===== src/rtl/imm_extend_pipe.sv =====
// imm_extend_pipe: two-stage valid/ready immediate extender.
//   S1 holds the raw request {instr, immsrc, tag}. S2 holds the extended result
//   and drives the out_* ports. It has full backpressure and delivers one result per cycle.
//   Optional macro IMM_ROT_EN adds the rotated 8-bit immediate as mode 11.
//   Without IMM_ROT_EN, mode 11 is flagged illegal and counted in err_count.
module imm_extend_pipe #(
    parameter int XLEN     = 32,
    parameter int INSTR_W  = 24,
    parameter int BR_SHIFT = 2,
    parameter int TAG_W    = 4,
    parameter int CNT_W    = 8
) (
    input  logic               clk,
    input  logic               reset_n,
    input  logic               in_valid,
    output logic               in_ready,
    input  logic [INSTR_W-1:0] in_instr,
    input  logic [1:0]         in_immsrc,
    input  logic [TAG_W-1:0]   in_tag,
    output logic               out_valid,
    input  logic               out_ready,
    output logic [XLEN-1:0]    out_imm,
    output logic [TAG_W-1:0]   out_tag,
    output logic               out_illegal,
    output logic [CNT_W-1:0]   err_count
);

    typedef struct packed {
        logic [INSTR_W-1:0] instr;
        logic [1:0]         immsrc;
        logic [TAG_W-1:0]   tag;
    } req_t;

    typedef struct packed {
        logic [XLEN-1:0]  imm;
        logic [TAG_W-1:0] tag;
        logic             illegal;
    } rsp_t;

    // vld_pipe[1] = S1 occupied, vld_pipe[2] = S2 occupied (result on the ports)
    logic [2:1] vld_pipe;
    req_t       s1_q;
    rsp_t       s2_q;
    rsp_t       s2_d;
    logic       s1_adv;
    logic       s2_adv;

    assign s2_adv      = !vld_pipe[2] || out_ready;
    assign s1_adv      = !vld_pipe[1] || s2_adv;
    assign in_ready    = s1_adv;
    assign out_valid   = vld_pipe[2];
    assign out_imm     = s2_q.imm;
    assign out_tag     = s2_q.tag;
    assign out_illegal = s2_q.illegal;

`ifdef IMM_ROT_EN
    // Rotated immediate: the 8-bit value is rotated right by twice the 4-bit field.
    // It is duplicated into a double-width word, so a plain right shift acts as a rotate.
    logic [31:0]       rot_amt;
    logic [2*XLEN-1:0] rot_dbl;
    assign rot_amt = {27'd0, s1_q.instr[11:8], 1'b0} % 32'(XLEN);
    assign rot_dbl = {XLEN'(s1_q.instr[7:0]), XLEN'(s1_q.instr[7:0])} >> rot_amt;
`endif

    // Extend the S1 immediate according to its mode
    always_comb begin
        s2_d.tag     = s1_q.tag;
        s2_d.illegal = 1'b0;
        s2_d.imm     = '0;
        case (s1_q.immsrc)
            2'b00: s2_d.imm = XLEN'(s1_q.instr[7:0]);
            2'b01: s2_d.imm = XLEN'(s1_q.instr[11:0]);
            2'b10: s2_d.imm = XLEN'($signed(s1_q.instr)) << BR_SHIFT;
            default: begin
`ifdef IMM_ROT_EN
                s2_d.imm     = rot_dbl[XLEN-1:0];
`else
                s2_d.imm     = '0;
                s2_d.illegal = 1'b1;
`endif
            end
        endcase
    end

    // Stage registers.
    // Each stage loads only when the stage ahead can make room.
    always_ff @(posedge clk) begin
        if (!reset_n) begin
            vld_pipe <= '0;
            s1_q     <= '0;
            s2_q     <= '0;
        end else begin
            if (s2_adv) begin
                vld_pipe[2] <= vld_pipe[1];
                if (vld_pipe[1]) s2_q <= s2_d;
            end
            if (s1_adv) begin
                vld_pipe[1] <= in_valid;
                if (in_valid) s1_q <= '{instr: in_instr, immsrc: in_immsrc, tag: in_tag};
            end
        end
    end

    // Count illegal results as they are handed off, saturating at all-ones
    always_ff @(posedge clk) begin
        if (!reset_n)
            err_count <= '0;
        else if (vld_pipe[2] && out_ready && s2_q.illegal && !(&err_count))
            err_count <= err_count + 1'b1;
    end

endmodule


===== config.mk =====
export PLATFORM = sky130hd
export DESIGN_NAME = imm_extend_pipe
export DESIGN_NICKNAME = d
export VERILOG_FILES = /design/src/rtl/imm_extend_pipe.sv
export SDC_FILE = /design/constraint.sdc
export NUM_CORES = 1
export LEC_CHECK = 0
export ABC_AREA = 1
export CAP_MARGIN = 20
export CORE_ASPECT_RATIO = 0.75
export CORE_MARGIN = 2
export CORE_UTILIZATION = 40
export CTS_CLUSTER_DIAMETER = 30
export DETAILED_ROUTE_END_ITERATION = 10
export HOLD_SLACK_MARGIN = 0.02
export PLACE_DENSITY = 0.71
export RECOVER_POWER = 50
export SLEW_MARGIN = 10
export SYNTH_ARGS = -nofsm -noshare
export SYNTH_HDL_FRONTEND = slang
export SYNTH_SLANG_ARGS = --single-unit

===== constraint.sdc =====
create_clock -name clk -period 2.7 [get_ports clk]
set_input_delay 0.54 -clock clk [delete_from_list [all_inputs] [get_ports clk]]
set_output_delay 0.54 -clock clk [all_outputs]
set_load 0.01 [all_outputs]

# Word level (Yosys, flattened, before mapping)
# Index checks and enable logic that the tools add are counted.
dict set report classes {
  add_sub_neg 1
  n_eq_ne 2
  n_mux 2
  n_reduce_logical 13
}
# cell n
set ops {}
lappend ops {{one-hot mux 32 bit (3 select lines)} 1}
lappend ops {{adder 8 x 1 -> 8 bit (second input constant)} 1}
lappend ops {{AND reduction 8 bit} 1}
lappend ops {{AND reduction 2 bit} 2}
lappend ops {{logical AND 1 bit} 3}
lappend ops {{zero test 1 bit} 3}
lappend ops {{OR reduction 3 bit} 1}
lappend ops {{equality test 2 x 1 -> 1 bit (second input constant)} 1}
lappend ops {{equality test 2 bit (second input constant)} 1}
lappend ops {{zero test 2 bit} 1}
lappend ops {{logical OR 1 bit} 2}
lappend ops {{two-way mux 1 bit} 1}
dict set report word_totals {
  reg_bits 77
  input_bits 34
  out_inout_bits 47
  elab_cells 27
}

# Logic depth before layout (Yosys ltp)
dict set report depth {
  word_depth 4
  ltp_mapped 8
  mapped_depth_nobuf 7
}

# Worst setup path before layout
# OpenSTA, ideal clock, no wires.
dict set report synth_path {
  path_kind {input to register}
  startpoint {input port out_ready}
  endpoint {register s1_q[4] (netlist bit)}
  setup_time_ps 116
  arrival_ps 1191
  path_slack_ps 1394
  stages 7
  path_buffers 1
  cell_sequence {inv_1 -> nand3_2 -> nand2_2 -> inv_1 -> buf_6 -> nor2_1 -> nor2_1}
}
dict set report synth_between {
  elab_chain_cells 3
}
# element line
set synth_rtl {}
lappend synth_rtl {{start: declaration} 21} ;# input logic out_ready,
lappend synth_rtl {{logical OR 1 bit} 48} ;# assign s2_adv = !vld_pipe[2] || out_ready;
lappend synth_rtl {{logical OR 1 bit} 49} ;# assign s1_adv = !vld_pipe[1] || s2_adv;
lappend synth_rtl {{named net in_ready} 16} ;# output logic in_ready,
lappend synth_rtl {{AND reduction 2 bit (no source line)} --}
lappend synth_rtl {{end signal: assignment} 99} ;# if (in_valid) s1_q <= '{instr: in_instr, immsrc: in_immsrc, tag: in_tag};
lappend synth_rtl {{end: declaration} 42} ;# req_t s1_q;
# The timed path passes the listed nets, and every way through them passes these cells.
# A chain may end at the register's enable or synchronous reset.

# Worst setup path after layout
dict set report layout_path {
  startpoint {input port out_ready}
  endpoint {output port in_ready}
}
dict set report layout_between {
  elab_chain_cells 2
}
# element line
set layout_rtl {}
lappend layout_rtl {{logical OR 1 bit} 48}
lappend layout_rtl {{logical OR 1 bit} 49}
lappend layout_rtl {{end: declaration} 16}
# No other way between the ends.

==> metrics <==
Final Hold Fails 0; layout cells sized above 1 0.0611; fmax 0.424 GHz; clk_skew 0.0104 ns; CP bufs+invs 3; critical path arrival 1.82 ns; GPL Wtd Cong 0.793; Area growth, synth to finish 36.8%; number of fill cells in the layout 634; clock buffer count from CTS 9; Synth Register Bits 71; Pre-antenna DRT Iters 4; Clock H-tree levels 3; Placed Cells 510; Yosys warning count 0; DP Wirelength 4.49 mm; top_reg_cell synth dfxtp_1; max cap viols 0; initial antenna violation count 0; ys async rst share 0; CTS tree done; P_sw 557 uW; clk_lat worst skew 0.35 ns; Global Route Usage Sum 0.189; Tot Pwr 2.59 mW; first-pass GRT wire length 11.6 mm; Distinct cells, synth 21; sequential element share of the synthesized area 0.505; die area 7730 sq um; non-filler cells, final 526; Static Leak 1.50 nW; synth top area cells dfxtp_1 50%, nor2_1 11%, a21oi_1 8.2%, o21ai_0 7.3%, nand2_1 6.0%; min-delay worst type flop to flop; vias in the first global route 2456; Worst Hold Slack 0.463 ns; IO Pins 81; VDD IR max 0.461 mV; setup bufs post-CTS 0; Post-Syn Area 2820 sq um; Worst Slack Setup Final 0.341 ns; post-cts sizing count 0; detailed-route DRC error count 0; EDFF count, synth 0; Comb power frac 0.092; switch share 0.215; Root Buffer clkbuf_8; grt met3 use 0.0647; Req. time, crit path 2.16 ns; synthesized area per cell 7.63 sq um; master of the slowest instance on the critical path dlygate4sd3_1; grt ovf 0; period utilisation layout 0.874; setup TNS 0 ns; GR Util met2 0.295; largest net degree at the start of global routing 32; Detailed Route WL 6.94 mm; pre-CTS setup slack 0.383 ns; CP top delay family buffers and inverters; clock slew at reported path FFs 0.08 ns; gr busiest metal met2; # rows 26; cell with the most instances after synthesis nor2_1; CTS Buffer Depth 2; I/O Buffers 80; Crit Path Category input port to output pin; Die Ht 76.7 um; slowest stage delay, CP 0.57 ns; post-layout min period 2.36 ns; Clk pwr share 0.471; max-slew violations 0; status finished clean; Via density 4.97; worst path cell trace dlygate4sd3_1, inv_1, nand3_2, clkdlybuf4s50_1; Final Cell Area 3850 sq um; core area 6800 sq um; Pint 2.04 mW; Slew headroom 0.352; DRT antenna net count 0; post-layout util 0.566; Starting Density 0.414; hold buffers post-CTS 0; Final nets 472; Worst Tran Pin Value 0.971 ns; Syn Nets 404; Syn Inst Count 369; share of total power in sequential cells 0.437; share of the synthesized area in the top cell type 0.505; critical path capture point type output pin; WL per Instance 13.2 um; via count 2614; CP max FO 3; Power Dens Cells 674 nW/um^2; die width 101 um; final setup vio count 0; Startpoint Class input port; ANT cells 0; drt first-iter violations 132; Area after DPL 3560 sq um; most frequent cells after synthesis 86 x nor2_1, 71 x dfxtp_1, 46 x a21oi_1; Clock Sinks 71; leading area contributor after synthesis dfxtp_1; M1 GR Usage 0.245; RSZ-0062 raised after global routing false
cells in the final DEF, fill, tap and decap left out:
master / instances
inv_1: 12
nand3_2: 1
clkbuf_2: 1
inv_2: 1
nor2_4: 1
o21ai_1: 3
clkdlybuf4s50_1: 60
clkbuf_8: 10
nor2_1: 86
ha_1: 1
nand2_1: 45
o21ai_0: 41
dfxtp_1: 71
clkinv_2: 1
bufinv_16: 5
nor2_2: 1
clkinv_1: 1
nand2_2: 1
buf_4: 4
a21oi_2: 1
nand3_1: 29
dlygate4sd3_1: 20
a21oi_1: 46
worst min-delay path, stage by stage (launching register included):
cell and delay [ns]:
dfxtp_1 0.31, nand2_1 0.06, a21oi_1 0.05
power by group through the flow:
stage	combinational, mW	sequential [mW]	clock [mW]
detailed placement	0.246	1.16	0
global placement	0.243	1.16	0
CTS	0.247	1.13	1.23
floorplan	0.130	1.16	0
finish	0.239	1.13	1.22
global route	0.267	1.14	1.27
cell type report:
class | instances | area [sq um] | share of cell area
Clock buffer | 10 | 138 | 0.0357
Clock inverter | 6 | 155 | 0.0403
Inverter | 14 | 52.6 | 0.0136
Multi-Input combinational cell | 256 | 1140 | 0.297
Sequential cell | 71 | 1420 | 0.369
Tap cell | 84 | 105 | 0.0273
Timing Repair Buffer | 85 | 836 | 0.217
final timing paths:
| path | startpoint | end | slack (ns) | depth (start not counted) |
|---|---|---|---|---|
| hold / removal | out_imm[16] | out_imm[16] | 0.46 | 2 |
| setup reg to reg | vld_pipe[2] | s1_q[8] | 1.17 | 5 |
| hold reg to reg | out_imm[16] | out_imm[16] | 0.46 | 2 |
| setup / recovery | out_ready | in_ready | 0.34 | 4 |
routing by layer:
| layer | vias up | routed length [um] |
|---|---|---|
| met5 | - | 0 |
| met4 | 0 | 82 |
| met3 | 10 | 567 |
| met2 | 96 | 3040 |
| met1 | 1172 | 3260 |
| li1 | 1336 | - |
state kept, by name (all words and copies together) (netlist names):
register	flops
s1_q	30
out_illegal	1
err_count	8
out_tag	4
vld_pipe	2
out_imm	26
cells by family after synthesis:
| kind of cell | synth area share |
|---|---|
| and+or+nand+nor | 0.240 |
| buffers and inverters | 0.0875 |
| adders and majority gates | 0.00444 |
| DFF | 0.505 |
| AOI/OAI and AO/OA | 0.163 |
No activity file was read; power rests on OpenSTA's default activity.
